===== config.mk =====
export PLATFORM = sky130hd
export DESIGN_NAME = aes_spi_loader
export DESIGN_NICKNAME = d
export VERILOG_FILES = /design/src/rtl/aes_spi_loader.sv
export SDC_FILE = /design/constraint.sdc
export NUM_CORES = 2
export LEC_CHECK = 0
export CORE_UTILIZATION = 31
export DETAILED_ROUTE_END_ITERATION = 8
export GPL_ROUTABILITY_DRIVEN = 1
export PLACE_DENSITY = 0.53
export SYNTH_ARGS = -nofsm -noshare
export SYNTH_HDL_FRONTEND = slang
export SYNTH_SLANG_ARGS = --single-unit

===== constraint.sdc =====
create_clock -name clk -period 2.8 [get_ports clk]
set_clock_uncertainty 0.2 [all_clocks]
set_input_delay 0.42 -clock clk [delete_from_list [all_inputs] [get_ports clk]]
set_output_delay 0.42 -clock clk [all_outputs]
set_load 0.01 [all_outputs]

===== src/rtl/aes_spi_loader.sv =====
// Serial loader for the AES core: shifts data/key frames in over mosi, latches
// complete frames and hands them to the core with a one-cycle start pulse.
module aes_spi_loader #(
  parameter int Nk = 8
) (
  input  logic                clk,
  input  logic                rst,
  input  logic                cs1,
  input  logic                cs2,
  input  logic                mosi,
  output logic                misod,
  output logic                misok,
  output logic [127:0]        data_out,
  output logic [32*Nk-1:0]    key_out,
  output logic                data_valid,
  output logic                key_valid,
  output logic                start,
  output logic                busy,
  input  logic                core_done,
  output logic                frame_err
);

  localparam int KEY_W = 32 * Nk;
  localparam logic [9:0] KEY_BITS = 10'(KEY_W);

  typedef enum logic [1:0] {IDLE, FIRE, RUN} state_t;

  state_t           state;
  logic [127:0]     data_sr;
  logic [KEY_W-1:0] key_sr;
  logic [7:0]       dcnt;
  logic [9:0]       kcnt;
  logic             cs1_d;
  logic             cs2_d;

  logic data_end;
  logic key_end;
  logic data_ok;
  logic key_ok;

  // A frame ends on the select's rising edge; it is kept only if long enough.
  assign data_end = cs1 & ~cs1_d;
  assign key_end  = cs2 & ~cs2_d;
  assign data_ok  = data_end && (dcnt >= 8'd128);
  assign key_ok   = key_end && (kcnt >= KEY_BITS);

  assign misod = data_sr[127];
  assign misok = key_sr[KEY_W-1];

  // Shifters, frame capture and the start/busy handshake.
  always_ff @(posedge clk) begin
    if (rst) begin
      state      <= IDLE;
      data_sr    <= '0;
      key_sr     <= '0;
      dcnt       <= 8'd0;
      kcnt       <= 10'd0;
      cs1_d      <= 1'b1;
      cs2_d      <= 1'b1;
      data_out   <= '0;
      key_out    <= '0;
      data_valid <= 1'b0;
      key_valid  <= 1'b0;
      start      <= 1'b0;
      busy       <= 1'b0;
      frame_err  <= 1'b0;
    end else begin
      cs1_d <= cs1;
      cs2_d <= cs2;

      // Both selects low is a bus conflict: nothing shifts and both frames restart.
      if (!cs1 && !cs2) begin
        frame_err <= 1'b1;
        dcnt      <= 8'd0;
        kcnt      <= 10'd0;
      end else begin
        if (!cs1) begin
          data_sr <= {data_sr[126:0], mosi};
          if (dcnt != 8'hFF) dcnt <= dcnt + 8'd1;
        end else if (data_end) begin
          dcnt <= 8'd0;
        end
        if (!cs2) begin
          key_sr <= {key_sr[KEY_W-2:0], mosi};
          if (kcnt != 10'h3FF) kcnt <= kcnt + 10'd1;
        end else if (key_end) begin
          kcnt <= 10'd0;
        end
      end

      if ((data_end && !data_ok) || (key_end && !key_ok)) frame_err <= 1'b1;

      case (state)
        IDLE: begin
          start <= 1'b0;
          if (data_valid && key_valid) begin
            start <= 1'b1;
            busy  <= 1'b1;
            state <= FIRE;
          end
        end
        FIRE: begin
          start      <= 1'b0;
          data_valid <= 1'b0;
          state      <= RUN;
        end
        RUN: begin
          start <= 1'b0;
          if (core_done) begin
            busy  <= 1'b0;
            state <= IDLE;
          end
        end
        default: begin
          start <= 1'b0;
          busy  <= 1'b0;
          state <= IDLE;
        end
      endcase

      // Captures come last so a block arriving during FIRE stays queued.
      if (data_ok) begin
        data_out   <= data_sr;
        data_valid <= 1'b1;
      end
      if (key_ok) begin
        key_out   <= key_sr;
        key_valid <= 1'b1;
      end
    end
  end

endmodule


Yosys cells after proc, flatten, opt, wreduce, memory -nomap -nowiden
Index checks and enable logic that the tools add are counted.
{"block": "totals", "in_bits": 6, "regBits": 795}
{"block": "op_classes", "order_cmp": 2, "n_mux": 17, "n_eq_ne": 8, "n_bitwise": 9, "n_reduce_logical": 24, "n_addsub": 2}
{"operator": "$mux 10", "n": 3}
{"operator": "$mux 8", "n": 3}
{"operator": "$add 10x1->10 const B", "n": 1}
{"operator": "$ge 10x9->1 const B", "n": 1}
{"operator": "$ne 10x10->1 const B", "n": 1}
{"operator": "$reduce_and 2->1", "n": 5}
{"operator": "$add 8x1->8 const B", "n": 1}
{"operator": "$ge 8x8->1 const B", "n": 1}
{"operator": "$ne 8x8->1 const B", "n": 1}
{"operator": "$reduce_bool 2->1", "n": 4}
{"operator": "$mux 1", "n": 7}
{"operator": "$not 1->1", "n": 7}
{"operator": "$logic_and 1x1->1", "n": 6}
{"operator": "$pmux 2 s3", "n": 1}
{"operator": "$logic_not 1->1", "n": 4}
{"operator": "$mux 2", "n": 2}
{"operator": "$ne 2x1->1 const B", "n": 2}
{"operator": "$ne 2x2->1 const B", "n": 2}
{"operator": "$reduce_or 2->1", "n": 2}
{"operator": "$pmux 1 s3", "n": 1}
{"operator": "$reduce_and 3->1", "n": 1}
{"operator": "$and 1x1->1", "n": 2}
{"operator": "$eq 2x1->1 const B", "n": 1}
{"operator": "$eq 2x2->1 const B", "n": 1}
{"operator": "2 further kinds", "n": 2}

Depth between registers and ports, before layout
{"block": "depth", "depth_word": 7, "depth_mapped": 7}

Worst setup path before layout
No wires, ideal clock.
{"block": "synth_path", "path_kind": "input port to flip-flop", "from": "input port rst", "to": "register data_sr[87]", "path_slack_ps": 1141, "arrival_ps": 1327, "required_ps": 2468, "setup_time_ps": 132, "cell_stages": 5, "path_cell_list": "buf_2 > buf_2 > clkbuf_1 > buf_1 > a21oi_1"}
{"element": "start, declared", "line": "7", "rtl": "input logic rst,"}
{"element": "end signal, assigned", "line": "78", "rtl": "data_sr <= {data_sr[126:0], mosi};"}
{"element": "end, declared", "line": "29", "rtl": "logic [127:0] data_sr;"}
No word-level cell between the ends.

Worst setup path after layout
{"block": "layout_path", "from": "register data_sr[127]", "to": "output port misod"}
{"element": "end, declared", "line": "11", "rtl": "output logic misod,"}
No word-level cell between the ends.

==> impl_results.md <==
* Post-layout min period at between 2 and 2.5 ns
* Number of setup violations in the final report at 0
* Synth Instances at 3485
* Number of cells after detailed placement at between 4000 and 5000
* Number of library cell types mapped by synthesis at 40
* Switching power total at 5.22 mW
* Antenna violations before repair at 2
* Flip-flop and latch count after synthesis at 795
* Starting DRT DRC Count at 1448
* Switching share of total power at 22.2%
* Total detailed-routing wirelength at approximately 73000 microns
* Mean post-synth cell area at 7.86 sq um
* Dominant register cell in the synthesized netlist: dfxtp_1
* Area fraction of the dominant cell type after synthesis at 58.1%
* Initial Util at 31.4%
* Clock root buffer master: clkbuf_16
* Synthesized-area fraction occupied by xor and xnor cells at 0%
* Post-cts gate resize count at 0
* Final period utilization at about four fifths
* Largest area contributor in the synthesized netlist: dfxtp_1
* Largest delay contributor family on the critical path: buffers and inverters
* Placer Congestion at 0.736
* Setup crit end kind: primary output
* Met2 demand-to-capacity share in global routing at between 20 and 30%
* First-pass iteration count of the detailed router at 5
* # diodes at 0
* Max Cap Viol at 0
* Share of cells above drive strength 1 at 5.92%
* Reg2Reg Depth at 5
* Combinational fraction of design power at 2.2%
* Slowest stage delay, CP at 0.58 ns
* DIE AREA at between 80000 and 90000 sq um
* Clock share of power at 49.5%
* Chip Height at 299 microns
* Met3 usage in global routing at around 3.3%
* Critical Path Fanout Max at 3
* Most common cell after layout, fill and taps aside: nand2_1
* Sequential cell area fraction in the yosys report at 58.1%
* Setup slack after placement at 0.394 ns
* Number of nets with antenna violations after detailed routing at 0
* Power density over the cells at 660 nW/um^2
* Number of flops mapped to enable cells by yosys at 0
* Number of buffers added by the clock tree synthesis step at just under 90
* Most Used Layer, Global Route: met2
* Part of the total power dissipated in sequential elements at 48.2%
* Net Count, Synth at 3494
* Setup repair after global routing missed its margin: false
* R2R Path Start: dcnt[0]
* Crit path required time at 2.18 ns
* Share of flip-flops with an asynchronous set or reset after synthesis at 0%
* Sinks on the clock net at 795
* Arrival time of data at the critical path endpoint at approximately 1.6 ns
* Startpoint Class: flip-flop
* Syn Std Cell Area at 27400 sq um
* Most used cells in the layout excluding fill and tap cells: nand2_1 (1547), dfxtp_1 (795), a21oi_1 (775), clkdlybuf4s50_1 (395), clkbuf_16 (87)
* Total leakage power at 11.3 nW
* Sum of buffers and inverters on the critical path at 1
* H-tree Lvls at 3
* DR vias at 23000
* Worst supply voltage drop on vdd at 0.456 mV
* Slowest CP cell: clkdlybuf4s50_1
* Met1 Usage GRT at 21.1%
* CTS clock-pin slew for the worst setup and hold paths at 0.06 ns
* Rows at 108
* Global-route wire length before repair at 116000 microns
* Clock insertion delay at the later pin of the skew report at 0.64 ns
* Origin of the worst min-delay path: mosi
* Internal power component at 18.3 mW
* Number of nets in the final layout at roughly 3800
* Main combinational cell family by area after synthesis: simple AND/OR/NAND/NOR gates
* Buffers from clock root to sink, at most at 3
* R2R Setup Slk at between 0.9 and 1 ns
* Half-perimeter wire length of the detailed placement result at roughly 46000 microns
* Hold violation count in the final report at 0
* Cells on Worst Hold Path at 3
* Count of pins over their slew limit at 0
* Per-cell via count in the routed design at 4.60
* Adder-cell share of the synthesized area at 0.137%
* Growth of design area from synthesis to finish at 29.8%
* Setup ws final at roughly 0.55 ns
* Endpoint of the most critical register-to-register path: dcnt[6]
* WHS at 0.209 ns
* Critical path type: flip-flop to primary output
* TritonCTS clock tree: yes
* Class of the most critical hold timing path: input port to flip-flop
* Core Footprint at 87200 sq um
* Main area contributors after synthesis: dfxtp_1 (58%), nand2_1 (21%), a21oi_1 (14%)
* Largest net degree at the start of global routing at 119
* Complex-gate fraction of the synthesized area at 15.0%
* Grt ovf at 0
* Via count of the first global-routing pass at 21200
* Post-CTS setup buffer count at 0
* Die width at 299 microns
* Top-Level Pins at 397
* Number of design rule violations left after detail routing at 0
* Run status: finished, final reports clean
* Hold EP: key_sr[0]
* Warnings, synthesis at 0
* Maximum clock rate at 445 MHz
* Mux share of post-synthesis cell area at 0.0731%
* Routed wire length per instance at 14.6 microns
* Setup_tns at 0 ns
* Aggregate global-route resource usage at 15.8%
* Count of input and output buffers at 396
* Critical path, cell by cell: clkdlybuf4s50_1
* Slew at the pin closest to its max-slew limit at 0.628 ns
* Simple-gate share of the synthesized area at 22.4%
* Final std cells w/o fill at 5005
* Worst slew margin relative to its limit at 58.1%
* Final Core Density at 40.8%
* Post-CTS Hold Buffers at 1
[area by class of cell]
type,count,area (sq um)
sequential,795,15900
clock buffer,130,2600
inverter,7,26.3
tap,1155,1450
multi-input combinational,2424,10400
clock inverter,31,372
timing repair buffer,463,4840
fill,8985,51600
[synth_stat cells, drive strengths merged (4+ instances only)]
cell / n
nand2: 1549
dfxtp: 795
a21oi: 775
buf: 135
clkbuf: 124
nor2: 18
o21ai: 10
nand3: 9
nor3: 9
inv: 7
a31oi: 6
nor4: 6
and3: 5
a211oi: 4
[worst max path at each step]
| stage | start | end | cells after the start |
|---|---|---|---|
| 6_report | data_sr[127] | misod | 1 |
| 3_5_place_dp | cs1 | data_out[92] | 7 |
| 3_3_place_gp | cs2 | key_sr[88] | 6 |
| 4_1_cts | data_sr[127] | misod | 1 |
| 5_1_grt | key_out[9] | key_out[9] | 1 |
| 2_1_floorplan | rst | data_sr[87] | 5 |
[state kept, by name (all words and copies together), names as in the netlist]
register and count:
busy 1, cs1_d 1, cs2_d 1, data_out 128
data_sr 128, data_valid 1, dcnt 8, frame_err 1
kcnt 10, key_out 256, key_sr 256, key_valid 1
start 1, state 2
[stage by stage]
step                      area [sq um]  total power, mW
after floorplan                  27400             11.9
after detailed placement         32600             12.1
after CTS                        35600             23.9
final                            35600             23.5
after global routing             35600             24.4
after global placement           32600             12.1
[cells by family (layout without fill, tap and decap cells)]
family / Yosys count / count (layout)
buf+inv: 266 / 631
compound gates: 809 / 809
simple gates: 1610 / 1610
fa+ha+maj: 3 / 3
flops: 795 / 795
mux: 2 / 2
[power by group through the flow]
stage / combinational (mW) / sequential [mW] / clock [mW]
floorplan: 0.337 / 11.6 / 0
global placement: 0.542 / 11.6 / 0
detailed placement: 0.536 / 11.6 / 0
CTS: 0.538 / 11.3 / 12.0
global route: 0.578 / 11.3 / 12.5
finish: 0.527 / 11.3 / 11.6
[metal layers]
layer  up-vias  part of all wire, %
li1      11800                    -
met1     10700                   46
met2       410                   47
met3       109                  4.7
met4         2                  2.2
met5         -                0.023
[worst min-delay path: stages]
cell             delay (ns)
clkdlybuf4s50_1        0.45
nand2_1                0.07
a21oi_1                0.05
Power figures use the tool's default switching activity.
